===== src/rtl/alu_pkg.sv =====
// Shared opcodes, FSM state encoding and flag bit positions for the sequential ALU.
// Also provides the signed-overflow helpers used by the arithmetic ops.
package alu_pkg;

    localparam logic [3:0] ALU_ADD  = 4'd0;
    localparam logic [3:0] ALU_SUB  = 4'd1;
    localparam logic [3:0] ALU_RSUB = 4'd2;
    localparam logic [3:0] ALU_AND  = 4'd3;
    localparam logic [3:0] ALU_OR   = 4'd4;
    localparam logic [3:0] ALU_SHL  = 4'd5;
    localparam logic [3:0] ALU_SHR  = 4'd6;
    localparam logic [3:0] ALU_ADC  = 4'd7;
    localparam logic [3:0] ALU_SBC  = 4'd8;
    localparam logic [3:0] ALU_XOR  = 4'd9;
    localparam logic [3:0] ALU_MUL  = 4'd10;

    typedef logic [0:0] state_t;
    localparam state_t ST_IDLE = 1'b0;
    localparam state_t ST_MUL  = 1'b1;

    localparam int FLAG_N = 3;
    localparam int FLAG_Z = 2;
    localparam int FLAG_C = 1;
    localparam int FLAG_V = 0;

    // Overflow from operand and result sign bits: x + y, and x - y.
    function automatic logic add_ovf(input logic x_msb, input logic y_msb, input logic r_msb);
        return (x_msb == y_msb) && (r_msb != x_msb);
    endfunction

    function automatic logic sub_ovf(input logic x_msb, input logic y_msb, input logic r_msb);
        return (x_msb != y_msb) && (r_msb != x_msb);
    endfunction

endpackage


===== src/rtl/alu_mul_seq.sv =====
// Unsigned shift-add multiplier, one multiplier bit per cycle; the first bit is
// consumed on the start edge so the product is ready WIDTH edges after start.
module alu_mul_seq
    import alu_pkg::*;
#(
    parameter int WIDTH = 8
) (
    input  logic               clk,
    input  logic               rst_n,
    input  logic               start,
    input  logic [WIDTH-1:0]   a,
    input  logic [WIDTH-1:0]   b,
    output logic               done,
    output logic [2*WIDTH-1:0] product
);

    localparam int CW = $clog2(WIDTH + 1);

    logic [WIDTH-1:0] mcand_q;
    logic [CW-1:0]    cnt_q;
    logic             run_q;

    // Upper half accumulates the multiplicand, lower half holds unused multiplier bits.
    function automatic logic [2*WIDTH-1:0] step(input logic [2*WIDTH-1:0] p,
                                                input logic [WIDTH-1:0]   m);
        logic [WIDTH:0] sum;
        sum = {1'b0, p[2*WIDTH-1:WIDTH]} + (p[0] ? {1'b0, m} : {(WIDTH+1){1'b0}});
        return {sum, p[WIDTH-1:1]};
    endfunction

    // NOTE: non-blocking assignments for all state so every register sees pre-edge values.
    always_ff @(posedge clk or negedge rst_n) begin
        if (!rst_n) begin
            mcand_q <= '0;
            cnt_q   <= '0;
            run_q   <= 1'b0;
            done    <= 1'b0;
            product <= '0;
        end else begin
            done <= 1'b0;
            if (start) begin
                mcand_q <= a;
                product <= step({{WIDTH{1'b0}}, b}, a);
                cnt_q   <= CW'(1);
                run_q   <= 1'b1;
            end else if (run_q) begin
                product <= step(product, mcand_q);
                cnt_q   <= cnt_q + 1'b1;
                if (cnt_q == CW'(WIDTH - 1)) begin
                    run_q <= 1'b0;
                    done  <= 1'b1;
                end
            end
        end
    end

endmodule


===== src/rtl/alu_seq.sv =====
// Registered ALU with start/done handshake: single-cycle logic/arith/shift ops and
// a multi-cycle unsigned multiply; result and N/Z/C/V flags hold between operations.
module alu_seq
    import alu_pkg::*;
#(
    parameter int WIDTH = 8,
    parameter int SHW   = $clog2(WIDTH)
) (
    input  logic             iClock,
    input  logic             iReset_n,
    input  logic             iStart,
    input  logic [3:0]       iALUControl,
    input  logic [WIDTH-1:0] A,
    input  logic [WIDTH-1:0] B,
    output logic             oBusy,
    output logic             oDone,
    output logic [WIDTH-1:0] oALUOut,
    output logic [WIDTH-1:0] oALUOutHi,
    output logic             N,
    output logic             Z,
    output logic             C,
    output logic             V
);

    state_t             state_q;
    logic [3:0]         flags_q;
    logic [WIDTH-1:0]   res;
    logic [WIDTH:0]     wide;
    logic               c_res;
    logic               v_res;
    logic               cin;
    logic [SHW-1:0]     shamt;
    logic               mul_start;
    logic               mul_done;
    logic [2*WIDTH-1:0] product;

    assign cin       = flags_q[FLAG_C];
    assign shamt     = B[SHW-1:0];
    assign mul_start = iStart && (state_q == ST_IDLE) && (iALUControl == ALU_MUL);

    assign N = flags_q[FLAG_N];
    assign Z = flags_q[FLAG_Z];
    assign C = flags_q[FLAG_C];
    assign V = flags_q[FLAG_V];

    alu_mul_seq #(.WIDTH(WIDTH)) u_mul (
        .clk     (iClock),
        .rst_n   (iReset_n),
        .start   (mul_start),
        .a       (A),
        .b       (B),
        .done    (mul_done),
        .product (product)
    );

    // NOTE: every output gets a default first so no path through the case infers a latch.
    always_comb begin
        wide  = '0;
        res   = '0;
        c_res = 1'b0;
        v_res = 1'b0;
        case (iALUControl)
            ALU_ADD, ALU_ADC: begin
                wide  = {1'b0, A} + {1'b0, B}
                      + ((iALUControl == ALU_ADC) ? {{WIDTH{1'b0}}, cin} : {(WIDTH+1){1'b0}});
                res   = wide[WIDTH-1:0];
                c_res = wide[WIDTH];
                v_res = add_ovf(A[WIDTH-1], B[WIDTH-1], wide[WIDTH-1]);
            end
            ALU_SUB, ALU_SBC: begin
                // Bit WIDTH of the extended difference is the borrow.
                wide  = {1'b0, A} - {1'b0, B}
                      - ((iALUControl == ALU_SBC) ? {{WIDTH{1'b0}}, cin} : {(WIDTH+1){1'b0}});
                res   = wide[WIDTH-1:0];
                c_res = wide[WIDTH];
                v_res = sub_ovf(A[WIDTH-1], B[WIDTH-1], wide[WIDTH-1]);
            end
            ALU_RSUB: begin
                wide  = {1'b0, B} - {1'b0, A};
                res   = wide[WIDTH-1:0];
                c_res = wide[WIDTH];
                v_res = sub_ovf(B[WIDTH-1], A[WIDTH-1], wide[WIDTH-1]);
            end
            ALU_AND: res = A & B;
            ALU_OR:  res = A | B;
            ALU_XOR: res = A ^ B;
            ALU_SHL: begin
                // The extra bit on the shifted-out side catches the last bit lost; 0 for shamt 0.
                wide  = {1'b0, A} << shamt;
                res   = wide[WIDTH-1:0];
                c_res = wide[WIDTH];
            end
            ALU_SHR: begin
                wide  = {A, 1'b0} >> shamt;
                res   = wide[WIDTH:1];
                c_res = wide[0];
            end
            default: ;
        endcase
    end

    always_ff @(posedge iClock or negedge iReset_n) begin
        if (!iReset_n) begin
            state_q         <= ST_IDLE;
            oBusy           <= 1'b0;
            oDone           <= 1'b0;
            oALUOut         <= '0;
            oALUOutHi       <= '0;
            flags_q         <= '0;
            flags_q[FLAG_Z] <= 1'b1;
        end else begin
            oDone <= 1'b0;
            case (state_q)
                ST_IDLE: begin
                    if (iStart) begin
                        if (iALUControl == ALU_MUL) begin
                            state_q <= ST_MUL;
                            oBusy   <= 1'b1;
                        end else begin
                            oALUOut         <= res;
                            oALUOutHi       <= '0;
                            flags_q[FLAG_N] <= res[WIDTH-1];
                            flags_q[FLAG_Z] <= (res == '0);
                            flags_q[FLAG_C] <= c_res;
                            flags_q[FLAG_V] <= v_res;
                            oDone           <= 1'b1;
                        end
                    end
                end
                ST_MUL: begin
                    // Results stay untouched until the multiplier reports completion.
                    if (mul_done) begin
                        state_q         <= ST_IDLE;
                        oBusy           <= 1'b0;
                        oALUOut         <= product[WIDTH-1:0];
                        oALUOutHi       <= product[2*WIDTH-1:WIDTH];
                        flags_q[FLAG_N] <= product[WIDTH-1];
                        flags_q[FLAG_Z] <= (product == '0);
                        flags_q[FLAG_C] <= |product[2*WIDTH-1:WIDTH];
                        flags_q[FLAG_V] <= 1'b0;
                        oDone           <= 1'b1;
                    end
                end
                default: state_q <= ST_IDLE;
            endcase
        end
    end

endmodule


===== config.mk =====
export PLATFORM = sky130hd
export DESIGN_NAME = alu_seq
export DESIGN_NICKNAME = d
export VERILOG_FILES = /design/src/rtl/alu_pkg.sv /design/src/rtl/alu_mul_seq.sv /design/src/rtl/alu_seq.sv
export SDC_FILE = /design/constraint.sdc
export NUM_CORES = 1
export LEC_CHECK = 0
export CAP_MARGIN = 20
export CORE_MARGIN = 3
export CORE_UTILIZATION = 59
export DETAILED_ROUTE_END_ITERATION = 10
export PLACE_DENSITY = 0.9
export SETUP_SLACK_MARGIN = 0.3
export SYNTH_ARGS = -nofsm -noshare
export SYNTH_HDL_FRONTEND = slang
export SYNTH_SLANG_ARGS = --single-unit

===== constraint.sdc =====
create_clock -name iClock -period 3 [get_ports iClock]
set_input_delay 0.6 -clock iClock [delete_from_list [all_inputs] [get_ports iClock]]
set_output_delay 0.6 -clock iClock [all_outputs]
set_load 0.05 [all_outputs]

Yosys cells after proc, flatten, opt, wreduce, memory -nomap -nowiden:

Cells that the tools add are included.

* word-level logic and storage cells: 100
* output and inout port bits: 22
* bits in registers: 53

* shifts and indexed selects: 2
* equality and inequality tests: 21
* muxes and demuxes: 41
* bitwise operators: 4
* add/subtract/negate cells: 7
* reduce and logical (&&, ||, !) cells: 14

Operators by type and width (number)
* 2-to-1 mux 8 bit: 8
* one-hot mux 8 bit (8 select lines): 1
* 2-to-1 mux 16 bit: 2
* one-hot mux 8 bit (2 select lines): 2
* == test 4 x 3 -> 1 bit, second input constant: 5
* 2-to-1 mux 4 bit: 5
* subtractor 8 x 8 -> 9 bit: 2
* 2-to-1 mux 1 bit: 17
* zero test 16 bit: 1
* == test 4 bit, second input constant: 3
* adder 8 x 8 -> 9 bit: 1
* adder 8 x 9 -> 9 bit: 1
* adder 9 x 1 -> 9 bit: 1
* << shifter 8 x 3 -> 9 bit: 1
* right shift 9 x 3 -> 9 bit: 1
* subtractor 9 x 1 -> 9 bit: 1
* AND 8 bit: 1
* == test 4 x 2 -> 1 bit, second input constant: 2
* zero test 8 bit: 1
* OR 8 bit: 1
* one-hot mux 4 bit (2 select lines): 1
* OR reduction 8 bit: 1
* XOR 8 bit: 1
* one-hot mux 1 bit (2 select lines): 3
* other kinds (14): 26

Logic depth before layout (Yosys ltp):

Gate-level depths: netlist of run 1.

* depth after elaboration: 9
* mapped depth: 15
* depth with buffers taken out: 12

Hierarchy:

Synthesis of run 1 repeated with hierarchy kept, for this count alone.

* cell total of the unflattened synthesis: 561
* area total of the unflattened synthesis: 5096.1 um2

Modules (own cells, without submodules)
* alu_seq: cells an instance 401, times used 1, area each 3420.8 um2, sequential area each 551.8 um2
* alu_mul_seq: cells an instance 160, times used 1, area each 1675.4 um2, sequential area each 750.7 um2

Least setup slack after synthesis of run 1:

No wires, ideal clock.

* path type: input to register
* start point: in iALUControl[1]
* end point: reg oALUOut[7]
* buffers on the path: 3
* cell stages on the path: 14
* arrival: 3.570 ns
* library setup time: 0.095 ns
* required time: 2.905 ns
* path slack: -0.665 ns
* cells stage by stage: buf_2 -> buf_2 -> buf_1 -> nor2_1 -> nand3_1 -> fa_1 -> ha_1 -> or4_1 -> o221a_2 -> nor4b_2 -> a311oi_2 -> o31ai_2 -> nor4b_1 -> o31ai_1

* longest elaborated chain between the ends: 7

RTL lines
* start: declaration: line alu_seq.sv:12 `input logic [3:0] iALUControl,`
* == test 4 bit / == test 4 x 3 -> 1 bit (equally long branches): line alu_seq.sv:62, alu_seq.sv:73, alu_seq.sv:65
* 2-to-1 mux 1 bit, on equally long branches: line alu_seq.sv:73, alu_seq.sv:65
* subtractor 9 x 1 -> 9 bit / adder 9 x 1 -> 9 bit (equally long branches): line alu_seq.sv:73, alu_seq.sv:65
* one-hot mux 8 bit (8 select lines): line alu_seq.sv:62 `case (iALUControl)`
* 2-to-1 mux 8 bit: line alu_seq.sv:116 `if (iALUControl == ALU_MUL) begin`
* 2-to-1 mux 8 bit: line alu_seq.sv:115 `if (iStart) begin`
* one-hot mux 8 bit (2 select lines): line alu_seq.sv:113 `case (state_q)`
* end signal: assignment: line alu_seq.sv:120 `oALUOut <= res;`
* end signal: assignment: line alu_seq.sv:135 `oALUOut <= product[WIDTH-1:0];`
* end: declaration: line alu_seq.sv:17 `output logic [WIDTH-1:0] oALUOut,`

Several ways; a longest one is shown, not always the timed one. The select of a mux whose other input is x is not followed.
A chain may end at the register's enable or synchronous reset.

Worst setup path after layout of run 1:

* start point: in iALUControl[0]
* end point: reg flags_q[2]

* longest elaborated chain between the ends: 8

RTL lines
* == test 4 bit / == test 4 x 3 -> 1 bit (equally long branches): line alu_seq.sv:62, alu_seq.sv:73, alu_seq.sv:65
* 2-to-1 mux 1 bit, on equally long branches: line alu_seq.sv:73, alu_seq.sv:65
* subtractor 9 x 1 -> 9 bit / adder 9 x 1 -> 9 bit (equally long branches): line alu_seq.sv:73, alu_seq.sv:65
* one-hot mux 8 bit (8 select lines): line alu_seq.sv:62
* zero test 8 bit: line alu_seq.sv:123 `flags_q[FLAG_Z] <= (res == '0);`
* 2-to-1 mux 4 bit: line alu_seq.sv:116
* 2-to-1 mux 4 bit: line alu_seq.sv:115
* one-hot mux 4 bit (2 select lines): line alu_seq.sv:113
* end signal: indexed assignment: line alu_seq.sv:123
* end signal: indexed assignment: line alu_seq.sv:124 `flags_q[FLAG_C] <= c_res;`
* end signal: indexed assignment: line alu_seq.sv:125 `flags_q[FLAG_V] <= v_res;`
* end: declaration: line alu_seq.sv:26 `logic [3:0] flags_q;`

Several ways; a longest one is shown, not always the timed one. The select of a mux whose other input is x is not followed.

==> impl_summary.md, run 1 <==
Synth
Of the total synthesized cell area, the portion taken by full adders, half adders and majority gates is 14.0%. The number of distinct library cell variants in the gate-level netlist after synthesis is 79. Summed over all instances, the cell type with the most area after synthesis is dfrtp_1. The share of flip-flops with an asynchronous set or reset after synthesis is 100%. Synthesis produced a netlist whose cell count is 579.

Summing the areas of all xor and xnor instances in the mapped netlist gives 3.81% of the synthesized area. The synthesized design devotes to its leading area cell type 25.4% of total area. The portion of the post-synthesis area used by sequential elements is 25.9%. The most used flip-flop cell after synthesis is dfrtp_1. After Yosys synthesis, and, or, nand and nor cells account for 19.9% of the synthesized area. In this run, synthesis produced a sequential element count of 52. The synthesized netlist devotes 22.7% of its cell area to compound gates.

After synthesis, the largest family of logic cells by area is compound AO/OA/AOI/OAI gates. Multiplexer cells account for 7.40% of the synthesized area. The post-synth net total is 654. The mapped cell area is 5020 sq um. The count of warnings emitted by yosys is 0. In the post-synthesis netlist, the biggest area contributors are dfrtp_1, ha_1, mux2i_1. A synthesized cell averages 8.68 sq um. The count of flip-flops with a built-in enable after synthesis is 0.

STA
The number of slew-limit violations in the final report is 0. Setup violations remaining at the end of the flow were counted as 0. The final hold slack is 0.297 ns.

The sum of negative setup slack is 0 ns. The maximum clock skew at final layout is 0.0228 ns. Setup repair after global routing could not meet its margin everywhere. The post-layout minimum cycle time is 2.97 ns. The relative max-transition margin is 43.8%. The share of the clock period used by the worst path after layout is 98.9%. The highest achievable clock rate is 0.337 GHz.

The final worst slack is 0.0338 ns. At the pin with the least slew margin, the transition time is 0.836 ns. The count of endpoints failing hold in the final timing report is 0.

Critical path
The type of destination of the critical path is a flip-flop. The setup path with the least slack is of type input port to flip-flop. The largest fanout on the critical path is 3. The arrival time of data at the critical path endpoint is 3.24 ns. The worst setup path is launched from an input port.

The start point of the critical path is iALUControl[0]. The worst register-to-register path begins at flags_q[1]$_DFFE_PN0P_. For the worst setup path, the data required time is 3.27 ns.

Floorplanning
The region available for standard cell placement spans 8260 sq um. The overall die height is 98.3 um. For this configuration, the core starts out at a cell density of 60.8%. The number of rows created at floorplan is 33. The area of the die is 9660 sq um.

The floorplan die width is 98.3 um. For this design the top-level I/O count stands at 45.

Routing
After detailed routing, the number of remaining DRC violations is 0. The average vias per placed instance is 6.55. In the final routed layout, each cell accounts on average for 22.4 um. The detail route stage leaves a number of antenna-violating nets equal to 0.

The pre-antenna-repair detailed-routing pass consisted of 7 iterations. After detailed routing, the total wire length is 18300 um. The number of DRC violations after detailed-routing iteration 0 is 523. The via count is 5340.

Place
The HPWL after detailed placement is 13600 um. The instance count after placement with tap cells included is 790. The routability congestion estimate from global placement is 1.07. The post-placement cell area is 6250 sq um.

The count of buffers added on input and output ports is 44. At the placement stage, the worst setup path has a slack of -0.834 ns.

Clock network
The H-tree depth reported by CTS is 2. The clock transition at the registers of the reported paths is 0.13 ns. The buffer levels on the longest clock path is 2. The CTS tree is yes.

The total CTS buffers is 5. The cell at the root of the clock tree is clkbuf_8. The clock reaches the later pin of the worst-skew pair after 0.33 ns. For this design, the CTS-stage hold fixing added 0 buffers. Counting every sink on the clock net gives 52.

Finish
The area growth from synthesis to layout is 33.8%. Of the cells placed in the final design, the portion with a size suffix greater than 1 is 28.9%. At the end of the flow, the number of nets in the layout was 784. The library cell used most frequently in the layout, excluding fill and tap cells, is buf_4. In the layout the commonest cells are buf_4, nand2_1, dfrtp_1. The diode insertion count for antenna repair is 0. The count of non-filler cells in the finished layout is 815. The final non-filler cell area is 6720 sq um. The number of fillers in the final layout is 513.

Pwr
Power spread over the standard cell area amounts to 606 nW/um^2. The leakage power total is 3.04 nW. The largest vdd supply drop is 0.000397 V.

GRT
For this run, the total global-route usage over all layers was measured as 36.2%. The number of antenna violations at the first check in global routing is 0. The via count of the first global-routing pass came to 5224. The first global-routing pass estimated 27900 um of wire. Entering global routing, the biggest net connects 32 pins.

The residual overflow from global routing is 0.

Status
The run finished with clean final reports.

Flow run
Max-cap violations in this run came to 0.

Worst hold path
The tightest min-delay check is of the input port to async pin type.
-- power breakdown --
part | total [mW] | switching [mW] | internal, mW
registers | 1.26 | 0.290 | 0.973
clock network | 0.455 | 0.283 | 0.172
logic | 2.36 | 1.37 | 0.992
-- area by class of cell --
class / count / area, sq um / share of cell area (%)
clock buffer: 5 / 68.8 / 1.02
clock inverter: 3 / 27.5 / 0.409
inverter: 40 / 150 / 2.23
multi-input combinational: 451 / 3720 / 55.3
sequential: 52 / 1300 / 19.4
tap: 105 / 131 / 1.95
timing repair buffer: 159 / 1330 / 19.7
-- cell families (layout without fill, tap and decap cells) --
group | count (synthesis) | count (layout)
xor+xnor | 21 | 21
buf+inv | 76 | 207
fa+ha+maj | 52 | 52
mux | 33 | 33
flops | 52 | 52
compound gates | 156 | 156
simple gates | 189 | 189
-- synth_stat cells, types with 5 or more instances --
library cell   n
buf_2          9
a221oi_1       8
o21ai_0       41
nor4_1         8
inv_1         39
nor2b_1       17
a22o_1        10
fa_1           7
nand3_1       17
nor4b_1        7
mux2i_1       27
nor3_1        12
nand2_1       58
a31oi_1        7
or3_1         11
dfrtp_1       51
xor2_1         5
ha_1          45
nor2_1        26
xnor2_1       15
a21o_1         7
a21oi_1       20
clkbuf_1      20
and2_1         8
o31ai_1        8
-- path summary, 6_finish.rpt --
check                                           end  slack [ns]  depth (start not counted)
setup / recovery             flags_q[2]$_DFFE_PN1P_        0.03                         11
min in group iClock               state_q$_DFF_PN0_        0.48                          1
setup reg to reg             flags_q[2]$_DFFE_PN1P_        0.08                          9
max in group asynchronous    flags_q[2]$_DFFE_PN1P_        1.93                          2
hold / removal             oALUOutHi[1]$_DFFE_PN0P_        0.30                          1
hold reg to reg                   state_q$_DFF_PN0_        0.48                          1
-- repair_timing --
| action | in CTS | in global routing |
|---|---|---|
| endpoints found under the hold margin | 0 | 0 |
| resized for setup | 74 | 27 |
| setup endpoints to repair | 13 | 13 |
| setup buffers | 7 | 10 |
| pin swaps | 31 | 13 |
-- layer usage --
metal / vias up / wire (um) / track usage [%] / part of all wire, %
li1: 2372 / - / - / -
met1: 2573 / 7110 / 48.8 / 39
met2: 324 / 8870 / 59.3 / 49
met3: 71 / 1480 / 4.14 / 8.1
met4: 0 / 813 / 14.7 / 4.4
met5: - / 0 / 0 / 0
-- worst max-delay path, cell delays in order --
cell	delay [ns]
buf_4	0.13
nor2_4	0.09
nand3_2	0.10
fa_2	0.42
fa_2	0.42
buf_6	0.13
a221o_1	0.35
a2111oi_4	0.40
o211ai_1	0.17
nor4_2	0.26
a31o_1	0.17
-- through the flow --
step                total power [mW]  utilization [%]
finish                          4.08             81.4
global route                    4.29             81.4
CTS                             3.89             79.0
detailed placement              3.41             75.7
global placement                3.28             75.7
floorplan                       2.61                -
-- registers in the layout (all words and copies together) (netlist names), 3 cells and up --
name / cells
oALUOutHi: 8
u_mul.cnt_q: 4
flags_q: 3
u_mul.mcand_q: 8
u_mul.product: 16
oALUOut: 8
Note: power is estimated with default switching activity, not from simulation.
==> run 2: changes to the inputs <==
- CTS_CLUSTER_DIAMETER: unset -> 30
- SYNTH_HIERARCHICAL: unset -> 1
==> impl_summary.md, run 2 <==
Place
The detailed placer's ending HPWL is 13500 um. The instance count after placement with tap cells included is 785. Routability-driven placement finished with a final weighted congestion of 1.01. The post-placement cell area is 6380 sq um. The count of input and output buffers is 44.

Synth
The most frequently used flop master after synthesis is dfrtp_1. Ranked by total cell area, the synthesized netlist is headed by dfrtp_1, ha_1, mux4_2. The synthesized netlist cell count is 561. Counting flops with a built-in enable in the synthesized netlist gives 0. Counting distinct cell types in the post-synthesis netlist gives 80. The share of flip-flops with an asynchronous set or reset after synthesis is 100%. The commonest cells after synthesis are dfrtp_1, ha_1, inv_1. The number of synthesized register bits is 52.

By instance count, the leading cell after synthesis is dfrtp_1. The proportion of netlist area held by the largest area contributor is 25.0%. The post-synth net total is 636. The mapped cell area is 5100 sq um. The average cell area after synthesis is 9.08 sq um. The library cell with the largest summed area after synthesis is dfrtp_1. The portion of the post-synthesis area used by sequential elements is 25.6%. The count of warnings emitted by yosys is 6.

Clock network
For this design, the CTS-stage hold fixing added 0 buffers. The clock passes through at most 2 buffers. At the later pin of the worst-skew pair, clock insertion delay measures 0.31 ns.

The CTS tree is yes. The total CTS buffers is 5. The cell at the root of the clock tree is clkbuf_8. The H-tree generated during clock tree synthesis spans 2 levels. The clock transition at the registers of the reported paths is 0.10 ns.

The clock net in this run drives a total of 52 sinks.

STA
The relative max-transition margin is 51.9%. The final hold slack is 0.291 ns. The count of endpoints failing hold in the final timing report came to 0.

Setup repair after global routing could not meet its margin everywhere. The clock arrives with 0.00710 ns of skew. Counting I/O delays and the setup requirement, the final critical path takes 2.96 ns. At the pin with the least slew margin, the transition time is 0.715 ns. The count of final setup violators is 0. The share of the clock period used by the worst path after layout is 98.8%. The number of slew-limit violations in the final report was 0. The highest achievable clock rate is 0.337 GHz.

Critical path
The critical setup path kind is input port to flip-flop. The category of cells accounting for the largest share of critical-path delay is compound AO/OA/AOI/OAI gates. The most common cell type on the critical path is buf_6. The signal on the critical path passes through buf_6 > buf_6 > nor2b_4 > nand3_4 > fa_2 > inv_2 > ha_4 > o21ai_4 > a311oi_4 > a21o_1 > a21oi_2 > xor2_1 > o21ai_1 > o31ai_2. The type of destination of the critical path is a flip-flop. For this design, the slowest cell found on the critical path is fa_2.

The arrival time of data at the critical path endpoint is 3.18 ns. The largest fanout on the critical path is 3. The critical path contains buffers and inverters numbering 3 combined.

The data required time of the worst path is 3.22 ns. The worst setup path is launched from an input port. The stage delay of the slowest cell on the critical path is 0.61 ns.

Finish
The count of non-filler cells in the finished layout is 801. The proportion of layout cells with a drive suffix above 1 is 33.6%. u_mul/product holds more flip-flops than any other register. The final non-filler cell area is 6910 sq um.

The diode insertion count for antenna repair is 0. The area growth from synthesis to layout is 35.6%. The flip-flop count of the largest register, all copies and words added is 16.

Leaving out fill and tap cells, the most frequent cell in the layout is buf_4. In the layout the commonest cells are buf_4, dfrtp_1, ha_1, clkdlybuf4s50_1, nand2_1. After the last flow step, the layout net total stands at 770.

Floorplanning
The die is 98.9 um wide. The I/O pin count is 45. The core footprint is 8300 sq um. The initial core utilization is 61.4%. The overall die height is 98.9 um. The number of rows created at floorplan is 33. The area of the die is 9790 sq um.

GRT
The global-route wire length before repair is 28900 um. The via count of the first global-routing pass is 5411. Entering global routing, the biggest net connects 30 pins. The residual overflow from global routing is 0. Global routing consumed, over all layers together, 37.4% of the routing resources. The number of antenna violations at the first check in global routing is 0.

Pwr
The design internal power is 2.17 mW. The switching power as a share of total power is 46.9%. The combinational share of power is 58.7%. The leakage power total is 3.00 nW. IR analysis of the VDD net gives a maximum drop of 0.000638 V.

The power share of the sequential group is 31.0%. Dividing total power by cell area gives a power density of 593 nW/um^2. The power spent charging and discharging nets is 1.92 mW. The portion of total power attributed to the clock network is 10.3%.

Routing
After detailed routing, the number of remaining DRC violations is 0. After detailed routing, the average wire length per cell comes to 23.0 um. For this run, the detailed router's first-pass iteration total came to 5. After detailed routing, the number of vias per cell comes to 6.81. The number of nets with antenna violations after detailed routing is 0. The wire length after detailed routing is 18400 um. Summing over every cut layer, the via total after detailed routing is 5453. The number of DRC violations after detailed-routing iteration 0 is 623.

Flow run
The tool flagged a number of max-cap violations equal to 0.

Status
The flow ran to the end, and the final reports show no timing, DRC or antenna violations.

Worst hold path
The path class of the tightest hold or removal check is input port to async pin.
[run 2: power groups by stage]
stage	Combinational (mW)	Sequential, mW	Clock (mW)
finish	2.41	1.27	0.422
global route	2.57	1.29	0.449
CTS	2.29	1.24	0.421
detailed placement	2.17	1.25	0
global placement	2.09	1.23	0
floorplan	1.23	1.43	0
[run 2: cell type report]
class,instances,area (sq um)
Fill cell,500,1390
Timing Repair Buffer,160,1310
Clock inverter,3,27.5
Tap cell,105,131
Clock buffer,5,68.8
Sequential cell,52,1300
Multi-Input combinational cell,439,3930
Inverter,37,139
[run 2: metal layers]
layer,GRT usage (%),vias to the layer above,part of all wire (%)
li1,-,2362,-
met1,50.1,2635,39
met2,58.1,385,46
met3,10.5,71,11
met4,13.1,0,3.7
met5,0,-,0
[run 2: cell families after synthesis]
logic type | share of synthesized area, %
xor gates and xnor gates | 2.41
and+or+nand+nor | 18.4
buffers and inverters | 6.38
AOI/OAI and AO/OA | 23.3
muxes | 10.1
DFF | 25.6
adders and majority gates | 13.8
[run 2: final timing paths]
| kind | endpoint | slack, ns | from | depth (start not counted) |
|---|---|---|---|---|
| setup / recovery | flags_q[2]$_DFFE_PN1P_ | 0.04 | iALUControl[2] | 14 |
| hold / removal | oALUOutHi[6]$_DFFE_PN0P_ | 0.29 | iReset_n | 1 |
| setup reg to reg | flags_q[2]$_DFFE_PN1P_ | 0.20 | flags_q[1]$_DFFE_PN0P_ | 11 |
| hold reg to reg | oALUOut[4]$_DFFE_PN0P_ | 0.49 | oALUOut[4]$_DFFE_PN0P_ | 1 |
| max in group asynchronous | u_mul/product[11]$_DFFE_PN0P_ | 1.95 | iReset_n | 2 |
| min in group iClock | oALUOut[4]$_DFFE_PN0P_ | 0.49 | oALUOut[4]$_DFFE_PN0P_ | 1 |
[run 2: metrics by stage]
stage               util (%)  power (mW)  TNS, ns  setup WS (ns)
floorplan                  -        2.67   -0.141        -0.0597
global placement        76.8        3.33    -5.50         -0.625
detailed placement      76.8        3.43    -6.26         -0.731
CTS                     81.8        3.96        0          0.130
global route            83.2        4.31  -0.0102        -0.0102
finish                  83.2        4.10        0         0.0361
[run 2: worst reg2reg max path: cells and delay by family (launching register included)]
family,cells,cell delay [ns]
AO/OA/AOI/OAI,4,0.59
adder cells (fa/ha/maj),2,0.83
buffers and inverters,1,0.13
flip-flops,1,0.43
AND/OR/NAND/NOR,4,0.74
[run 2: what timing repair did]
item / 4_1_cts / 5_1_grt
pin swaps: 28 / 26
endpoints found under the setup margin: 11 / 11
resized for setup: 73 / 24
setup buffers: 7 / 1
gates cloned: 0 / 0
